**config.mk**
```make
export PLATFORM = sky130hd
export DESIGN_NAME = sipo_framer
export DESIGN_NICKNAME = d
export VERILOG_FILES = /design/src/rtl/sipo_pkg.sv /design/src/rtl/sipo_framer.sv
export SDC_FILE = /design/constraint.sdc
export NUM_CORES = 1
export LEC_CHECK = 0
export ABC_AREA = 1
export CORE_UTILIZATION = 54
export CTS_CLUSTER_SIZE = 10
export DETAILED_ROUTE_END_ITERATION = 16
export PLACE_DENSITY = 0.77
export RECOVER_POWER = 50
export SLEW_MARGIN = 20
export SYNTH_ARGS = -nofsm -noshare
export SYNTH_HDL_FRONTEND = slang
export SYNTH_SLANG_ARGS = --single-unit
export TNS_END_PERCENT = 50
```
**constraint.sdc**
```tcl
create_clock -name clk -period 3.3 [get_ports clk]
set_input_delay 0.495 -clock clk [delete_from_list [all_inputs] [get_ports clk]]
set_output_delay 0.495 -clock clk [all_outputs]
set_load 0.03 [all_outputs]
```
**src/rtl/sipo_pkg.sv**
```systemverilog
// Shared definitions for the serial-to-parallel framer: FSM state
// encodings and the bit-counter width helper.
package sipo_pkg;

  // 2'd3 is unused; the FSM maps it back to ST_IDLE.
  typedef enum logic [1:0] {
    ST_IDLE   = 2'd0,
    ST_SHIFT  = 2'd1,
    ST_PARITY = 2'd2
  } state_t;

  // Counter must represent 0..width inclusive.
  function automatic int cnt_width(input int width);
    return $clog2(width + 1);
  endfunction

endpackage

```
**src/rtl/sipo_framer.sv**
```systemverilog
// Serial-to-parallel framer: collects WIDTH start-qualified serial bits
// (plus an optional even-parity bit) and presents them as one word with a
// single-cycle load strobe for the downstream parallel register.
module sipo_framer
  import sipo_pkg::*;
#(
  parameter int WIDTH     = 4,
  parameter int MSB_FIRST = 1,
  parameter int PARITY_EN = 1
) (
  input  logic             clk,
  input  logic             rst,
  input  logic             sin,
  input  logic             sin_valid,
  input  logic             start,
  output logic [WIDTH-1:0] dout,
  output logic             dout_valid,
  output logic             parity_err,
  output logic             busy,
  output logic             abort
);

  localparam int CW = cnt_width(WIDTH);

  state_t           r_state;
  state_t           w_next_state;
  logic [CW-1:0]    r_count;
  logic [WIDTH-1:0] r_shift;
  logic             r_par;
  logic [WIDTH-1:0] r_dout;
  logic             r_dout_valid;
  logic             r_parity_err;
  logic             r_abort;

  logic             w_busy;
  logic             w_sample;
  logic             w_last_data;
  logic             w_complete;
  logic             w_abort_set;
  logic [WIDTH-1:0] w_shift_nxt;

  // State register.
  always_ff @(posedge clk) begin
    // NOTE: sequential state uses non-blocking assignments so every register
    // updates from pre-edge values regardless of statement order.
    if (rst) r_state <= ST_IDLE;
    else     r_state <= w_next_state;
  end

  // Next-state logic; start always wins over a data strobe.
  always_comb begin
    // NOTE: default first so no path leaves w_next_state unassigned (no latch).
    w_next_state = r_state;
    case (r_state)
      ST_IDLE: begin
        if (start) w_next_state = ST_SHIFT;
      end
      ST_SHIFT: begin
        if (start)            w_next_state = ST_SHIFT;
        else if (w_last_data) w_next_state = (PARITY_EN != 0) ? ST_PARITY : ST_IDLE;
      end
      ST_PARITY: begin
        if (start)          w_next_state = ST_SHIFT;
        else if (sin_valid) w_next_state = ST_IDLE;
      end
      default: w_next_state = ST_IDLE;
    endcase
  end

  // Output/control decode from the current state and inputs.
  always_comb begin
    w_busy      = (r_state != ST_IDLE);
    w_abort_set = start && ((r_state == ST_SHIFT) || (r_state == ST_PARITY));
    w_sample    = sin_valid && !start && (r_state == ST_SHIFT);
    w_last_data = w_sample && (r_count == CW'(WIDTH - 1));
    if (PARITY_EN != 0) w_complete = sin_valid && !start && (r_state == ST_PARITY);
    else                w_complete = w_last_data;
    if (MSB_FIRST != 0) w_shift_nxt = {r_shift[WIDTH-2:0], sin};
    else                w_shift_nxt = {sin, r_shift[WIDTH-1:1]};
  end

  // Datapath: shift register, bit counter, running parity and output pulses.
  always_ff @(posedge clk) begin
    if (rst) begin
      r_count      <= '0;
      r_shift      <= '0;
      r_par        <= 1'b0;
      r_dout       <= '0;
      r_dout_valid <= 1'b0;
      r_parity_err <= 1'b0;
      r_abort      <= 1'b0;
    end else begin
      r_dout_valid <= w_complete;
      r_parity_err <= (PARITY_EN != 0) && w_complete && (r_par ^ sin);
      r_abort      <= w_abort_set;

      if (start) begin
        r_count <= '0;
        r_shift <= '0;
        r_par   <= 1'b0;
      end else if (w_sample) begin
        r_shift <= w_shift_nxt;
        r_count <= r_count + CW'(1);
        r_par   <= r_par ^ sin;
      end

      // With parity the word is already assembled; without it the final
      // data bit is folded in on this same edge.
      if (w_complete) r_dout <= (PARITY_EN != 0) ? r_shift : w_shift_nxt;
    end
  end

  assign dout       = r_dout;
  assign dout_valid = r_dout_valid;
  assign parity_err = r_parity_err;
  assign abort      = r_abort;
  assign busy       = w_busy;

endmodule

```
; ---- After elaboration in Yosys (flattened, before gate mapping)
; Cells that the tools add are included.
; W data, S select, Z words.
[word_totals]
regBits = 17
in_bits = 5
word_cells = 34
[op_classes]
n_addsub = 1
n_eq_ne = 6
n_mux = 6
bitwise = 1
reduce_logical = 12
[op_table]
columns = op, count
row1 = $mux W2, 5
row2 = $logic_and A1 B1 Y1, 6
row3 = $ne A3 B3 Y1 const B, 2
row4 = $pmux W2 S3, 1
row5 = $add A3 B1 Y3 const B, 1
row6 = $eq A3 B2 Y1 const B, 1
row7 = $reduce_and A3 Y1, 1
row8 = $eq A2 B1 Y1 const B, 1
row9 = $eq A2 B2 Y1 const B, 1
row10 = $logic_not A2 Y1, 1
row11 = $ne A2 B2 Y1 const B, 1
row12 = $reduce_bool A2 Y1, 1
row13 = $reduce_or A2 Y1, 1
row14 = $logic_not A1 Y1, 1
row15 = $logic_or A1 B1 Y1, 1
row16 = $xor A1 B1 Y1, 1

; ---- Longest topological paths before layout
; Gate-level depths: netlist of run 1.
[logic_depth]
word_depth = 7
ltp_mapped = 9
ltp_nobuf = 9

; ---- Least setup slack after synthesis of run 1
; OpenSTA, ideal clock, no wires.
[synth_path]
path_type = register to output
startpoint = reg r_state[0]
endpoint = out busy
arrival_time_ps = 841
required_ps = 2805
setup_slack_ps = 1964
stages_incl_launch_ff = 4
cell_sequence = dfxtp_1 -> inv_1 -> ha_1 -> inv_1
[synth_between]
elab_chain_cells = 1
[synth_rtl]
columns = element, line_no
row1 = start: declaration, sipo_framer.sv:25  ; state_t r_state;
row2 = start signal: assignment, sipo_framer.sv:47  ; else r_state <= w_next_state;
row3 = $reduce_bool A2 Y1, sipo_framer.sv:72  ; w_busy = (r_state != ST_IDLE);
row4 = end: declaration, sipo_framer.sv:19  ; output logic busy,
; Every way passes these cells.

; ---- Worst setup path after layout of run 1
[layout_path]
startpoint = reg r_state[1]
endpoint = out busy
; Same word-level chain as after synthesis.

==> results of run 1 <==
-- synthesized netlist by cell type (all sizes together) --
master  count  area (um2)
nor2        8        32.5
inv        13        53.8
o21ai       6        33.8
xor2        2        17.5
and2        1        6.26
clkinv      1        3.75
nand3       6        52.6
o21bai      1        7.51
a21oi      12        67.6
nand2      21        91.3
ha          6        75.1
dfxtp      17         340
-- registers in the layout, indices dropped and copies added (netlist names) --
| name | cells |
|---|---|
| dout_valid | 1 |
| r_count | 3 |
| r_shift | 4 |
| r_state | 2 |
| dout | 4 |
| parity_err | 1 |
| abort | 1 |
| r_par | 1 |
-- how the worst max path moves through the flow --
| stage | end | slack [ns] | cells past startpoint |
|---|---|---|---|
| floorplan | busy | 1.96 | 3 |
| global placement | busy | 1.42 | 4 |
| detailed placement | busy | 1.37 | 4 |
| CTS | busy | 1.04 | 4 |
| global route | r_count[2] | 0.96 | 6 |
| finish | busy | 1.03 | 4 |
-- power groups by stage --
stage	registers, uW	logic [uW]	clock network, uW
after floorplan	219	38.1	0
after global placement	217	59.9	0
after detailed placement	217	61.7	0
after CTS	212	62.0	112
after global routing	213	64.0	120
final	212	58.0	106
-- worst min-delay path, cell delays in order (launching register included) --
cell	delay (ns)
dfxtp_1	0.32
inv_1	0.04
a21oi_1	0.05
-- cell families (layout without fill, tap and decap cells) --
logic type      after synthesis  in the layout  synth area share, %
flops                        17             17                 43.5
compound gates               19             19                 13.9
fa+ha+maj                     6              6                 9.60
xor+xnor                      2              2                 2.24
simple gates                 36             36                 23.4
buf+inv                      14             30                 7.36
-- through the flow --
stage | instance area, um2 | worst slack, ns | power (uW) | hold slack [ns]
global placement | 921 | 1.42 | 276 | 0.432
detailed placement | 921 | 1.37 | 279 | 0.438
global route | 923 | 0.962 | 396 | 0.479
finish | 923 | 1.03 | 376 | 0.450
CTS | 948 | 1.04 | 386 | 0.452
floorplan | 782 | 1.96 | 257 | 0.442
-- routing by layer --
metal  vias to the layer above  wire [um]
li1                        331          -
met1                       267        714
met2                         9        627
met3                         2         37
met4                         0         14
met5                         -          0
-- cell type report --
cell class | count | area, um2 | share of cell area [%]
clock inverter | 1 | 5.00 | 0.542
clock buffer | 3 | 22.5 | 2.44
timing repair buffer | 12 | 120 | 13.0
multi-input combinational | 63 | 363 | 39.3
tap | 15 | 18.8 | 2.03
sequential | 17 | 340 | 36.9
inverter | 14 | 53.8 | 5.83
==> impl_metrics.json, run 1 <==
{
  "first_pass_iters": 2,
  "p_leak_uw": 0.000374,
  "cpPeakStageDelay_ns": 0.68,
  "worst-path-buf-inv": 3,
  "seqPwrFrac_pct": 56.4,
  "min_period_ns": 2.27,
  "min_from": "dout[0]",
  "worstHoldEndpoint": "dout[0]",
  "grt.met2_usage_pct": 38.7,
  "end_kind": "output port",
  "cts_root_buffer": "clkbuf_4",
  "rsz0062_at_grt": "no",
  "cts_resized": 0,
  "drv_slew": 0,
  "clk_latency_ns": 0.28,
  "clockBufferDepth": 2,
  "hold_class": "reg2reg",
  "syn_area_um2": 782,
  "num_antenna_cells": 0,
  "syn-num-nets": 105,
  "combPwrFrac_pct": 15.4,
  "ys_seq_area_share_pct": 43.5,
  "cts_buffers": 3,
  "fin_util_pct": 70.1,
  "grt_max_degree": 11,
  "reg2reg_to": "r_count[2]",
  "avgSynthCellArea_um2": 8.32,
  "instances_no_fill": 125,
  "die_area_um2": 1600,
  "die_y_um": 40.1,
  "clkPwrFrac_pct": 28.2,
  "grt_usage_pct": 22.2,
  "cts.clk_slew.worst_paths_ns": 0.09,
  "setup_viol": 0,
  "final_cell_mix": "17 x dfxtp_1, 16 x nand2_1, 12 x inv_1, 11 x clkdlybuf4s50_1, 10 x a21oi_1",
  "cts-htree-levels": 1,
  "yosysWarningCount": 0,
  "worst_pin_slew_ns": 0.379,
  "power.switching_uw": 100,
  "wl_per_cell_um": 11.1,
  "crit_chain": "inv_1, ha_1, inv_1, clkdlybuf4s50_1",
  "first_global_vias": 599,
  "hold_buffers": 0,
  "nFillCells": 111,
  "cp_slowest_cell": "clkdlybuf4s50_1",
  "cp_common_cell": "inv_1",
  "startpoint": "r_state[1]",
  "use_met1_pct": 26.4,
  "reg2reg_from": "r_state[1]",
  "initial_core_util_pct": 59.4,
  "synthCells": 94,
  "skew_ns": 0.00316,
  "coreArea_um2": 1320,
  "rows": 13,
  "cts_tree": "done",
  "hold_viol_final": 0,
  "max_freq_mhz": 441,
  "reg2reg_slack_ns": 1.33,
  "worst-path-max-fanout": 4,
  "ios": 13,
  "r2r_cells": 6,
  "gp_congestion": 0.743,
  "crit_family": "buffers and inverters",
  "swShare_pct": 26.7,
  "grt_pass1_wl_mm": 2.39,
  "antenna_found_initial": 0,
  "numPortBuffers": 12,
  "tns_ns": 0,
  "wl_mm": 1.39,
  "max_slew_margin_pct": 74.6,
  "grtUsageMet3_pct": 5.00,
  "period_share_pct": 68.8,
  "place_hpwl_mm": 1.06,
  "yosysUniqueCellTypes": 21,
  "via_per_inst": 4.87,
  "grt_overflow": 0,
  "ys_seq_elements": 17,
  "dp.cells": 121,
  "nets": 122,
  "ant_nets": 0,
  "drt_iter0_markers": 6,
  "cp-start-kind": "flop",
  "cp.arrival_ns": 1.77,
  "syn_to_final_growth_pct": 18.1,
  "crit_type": "reg2out",
  "p_per_area_nw_per_um2": 408,
  "peakVddDrop_mv": 0.293,
  "cts_sinks": 17,
  "maxCapViolCount": 0,
  "busiest_layer": "met2",
  "hold_depth": 2,
  "drive_above_1_share_pct": 12.7,
  "final_common_cell": "dfxtp_1",
  "power.internal_uw": 276,
  "die_x_um": 40.1,
  "status": "finished, final reports clean",
  "post_cts_buffers": 0,
  "crit_required_ns": 2.80,
  "via_count": 609,
  "drc": 0
}
Power figures use the tool's default switching activity.
==> run 2: changes to the inputs <==
Settings changed: CORE_UTILIZATION 54 to 50, PLACE_DENSITY 0.77 to 0.72.
Clock period 3.3 ns to 2.2 ns, I/O delays scaled along.
==> run 2 against run 1 <==
Net effect:
- global-route usage down 4.0 points
- power grew 50%
- combinational power grew 49%
- hold slack got worse by 0.0018 ns
- register-to-register slack worse by 1.0 ns
- worst setup slack got worse by 0.90 ns
- clock-buffer cell count did not move
- sequential cell count unchanged
- sequential power grew 50%
- critical path depth did not move
==> impl_metrics.json, run 2 (synthesis results as in run 1) <==
{
  "crit_required_ns": 1.87,
  "cts_sinks": 17,
  "ios": 13,
  "first_pass_iters": 4,
  "startpoint": "r_state[0]",
  "cp.arrival_ns": 1.73,
  "via_count": 619,
  "drt_iter0_markers": 10,
  "setup_slack_ns": 0.136,
  "rsz0062_at_grt": "no",
  "numPortBuffers": 12,
  "p_per_area_nw_per_um2": 613,
  "hold_class": "reg2reg",
  "drc": 0,
  "clk_latency_ns": 0.28,
  "end_kind": "output port",
  "crit_chain": "inv_1, ha_1, inv_1, clkdlybuf4s50_1",
  "drive_above_1_share_pct": 12.7,
  "peakVddDrop_mv": 0.371,
  "hold_viol_final": 0,
  "cp_common_cell": "inv_1",
  "die_x_um": 41.5,
  "wl_per_cell_um": 10.6,
  "grt_pass1_wl_mm": 2.50,
  "place_hpwl_mm": 1.04,
  "final_cell_mix": "17 x dfxtp_1, 16 x nand2_1, 12 x inv_1, 11 x clkdlybuf4s50_1, 10 x a21oi_1",
  "final_common_cell": "dfxtp_1",
  "coreArea_um2": 1380,
  "cts_tree": "done",
  "p_leak_uw": 0.000374,
  "cp-start-kind": "flop",
  "wl_mm": 1.32,
  "fin_area_um2": 923,
  "cts.clk_slew.worst_paths_ns": 0.10,
  "cts_resized": 0,
  "syn_to_final_growth_pct": 18.1,
  "cts_root_buffer": "clkbuf_4",
  "via_per_inst": 4.95,
  "skew_ns": 0.00181,
  "tns_ns": 0,
  "reg2reg_from": "r_state[1]",
  "clockBufferDepth": 2,
  "worst-path-max-fanout": 3,
  "hold_buffers": 0,
  "drv_slew": 0,
  "min_period_ns": 2.06,
  "initial_core_util_pct": 56.6,
  "dp_slack_ns": 0.457,
  "num_antenna_cells": 0,
  "crit_type": "reg2out",
  "gp_congestion": 0.820,
  "grt_max_degree": 11,
  "cts_buffers": 3,
  "grt_usage_pct": 18.3,
  "antenna_found_initial": 0,
  "max_freq_mhz": 484,
  "min_from": "dout[0]",
  "worst_pin_slew_ns": 0.388,
  "cp_slowest_cell": "clkdlybuf4s50_1",
  "nets": 122,
  "period_share_pct": 93.8,
  "hold_slack_ns": 0.449,
  "ant_nets": 0,
  "setup_viol": 0,
  "max_slew_margin_pct": 74.0,
  "maxCapViolCount": 0,
  "cts-htree-levels": 1,
  "post_cts_buffers": 0,
  "grt_overflow": 0,
  "dpl_cell_area_um2": 921,
  "die_area_um2": 1730,
  "die_y_um": 41.5,
  "cpPeakStageDelay_ns": 0.67,
  "first_global_vias": 611,
  "status": "finished, final reports clean",
  "rows": 13
}
run 2: cell count changes in the layout (fill, tap and decap cells not counted):
cell / change
o21ai_1: +2
o21ai_0: -2
run 2: power breakdown:
| group | total (uW) | leakage [uW] | internal, uW | switching [uW] |
|---|---|---|---|---|
| clock | 161 | 0.0000177 | 67.4 | 93.8 |
| combinational | 86.6 | 0.000218 | 32.8 | 53.8 |
| sequential | 318 | 0.000137 | 314 | 4.24 |
| total | 566 | 0.000374 | 414 | 152 |
run 2: path summary, 6_finish.rpt:
path / cells past startpoint / slack (ns) / end
max: 4 / 0.14 / busy
max reg2reg: 6 / 0.32 / r_count[2]
min reg2reg: 2 / 0.45 / dout[0]
min: 2 / 0.45 / dout[0]
run 2: layout make-up:
class	count	area (um2)
flip-flops and latches	17	340
repair buffers	12	120
clock inverters	1	5.00
fillers	118	459
clock buffers	3	22.5
inverters	14	53.8
well taps	15	18.8
multi-input cells	63	363
run 2: critical path, delay by kind of cell (launching register included):
kind | cells | cell delay (ns)
flops | 1 | 0.37
buf+inv | 3 | 0.85
fa+ha+maj | 1 | 0.23
run 2: layer usage:
metal / up-vias / share of wire, % / routed length (um) / global-route usage [%]
li1: 328 / - / - / -
met1: 279 / 50 / 663 / 23.2
met2: 10 / 46 / 603 / 29.7
met3: 2 / 3.0 / 40 / 3.91
met4: 0 / 0.91 / 12 / 7.74
met5: - / 0 / 0 / 0
run 2: per-stage QoR:
stage	power, uW	instances	util [%]
global placement	415	121	66.6
detailed placement	418	121	66.6
CTS	580	125	68.6
finish	566	125	66.8
global route	601	125	66.8
floorplan	385	94	-
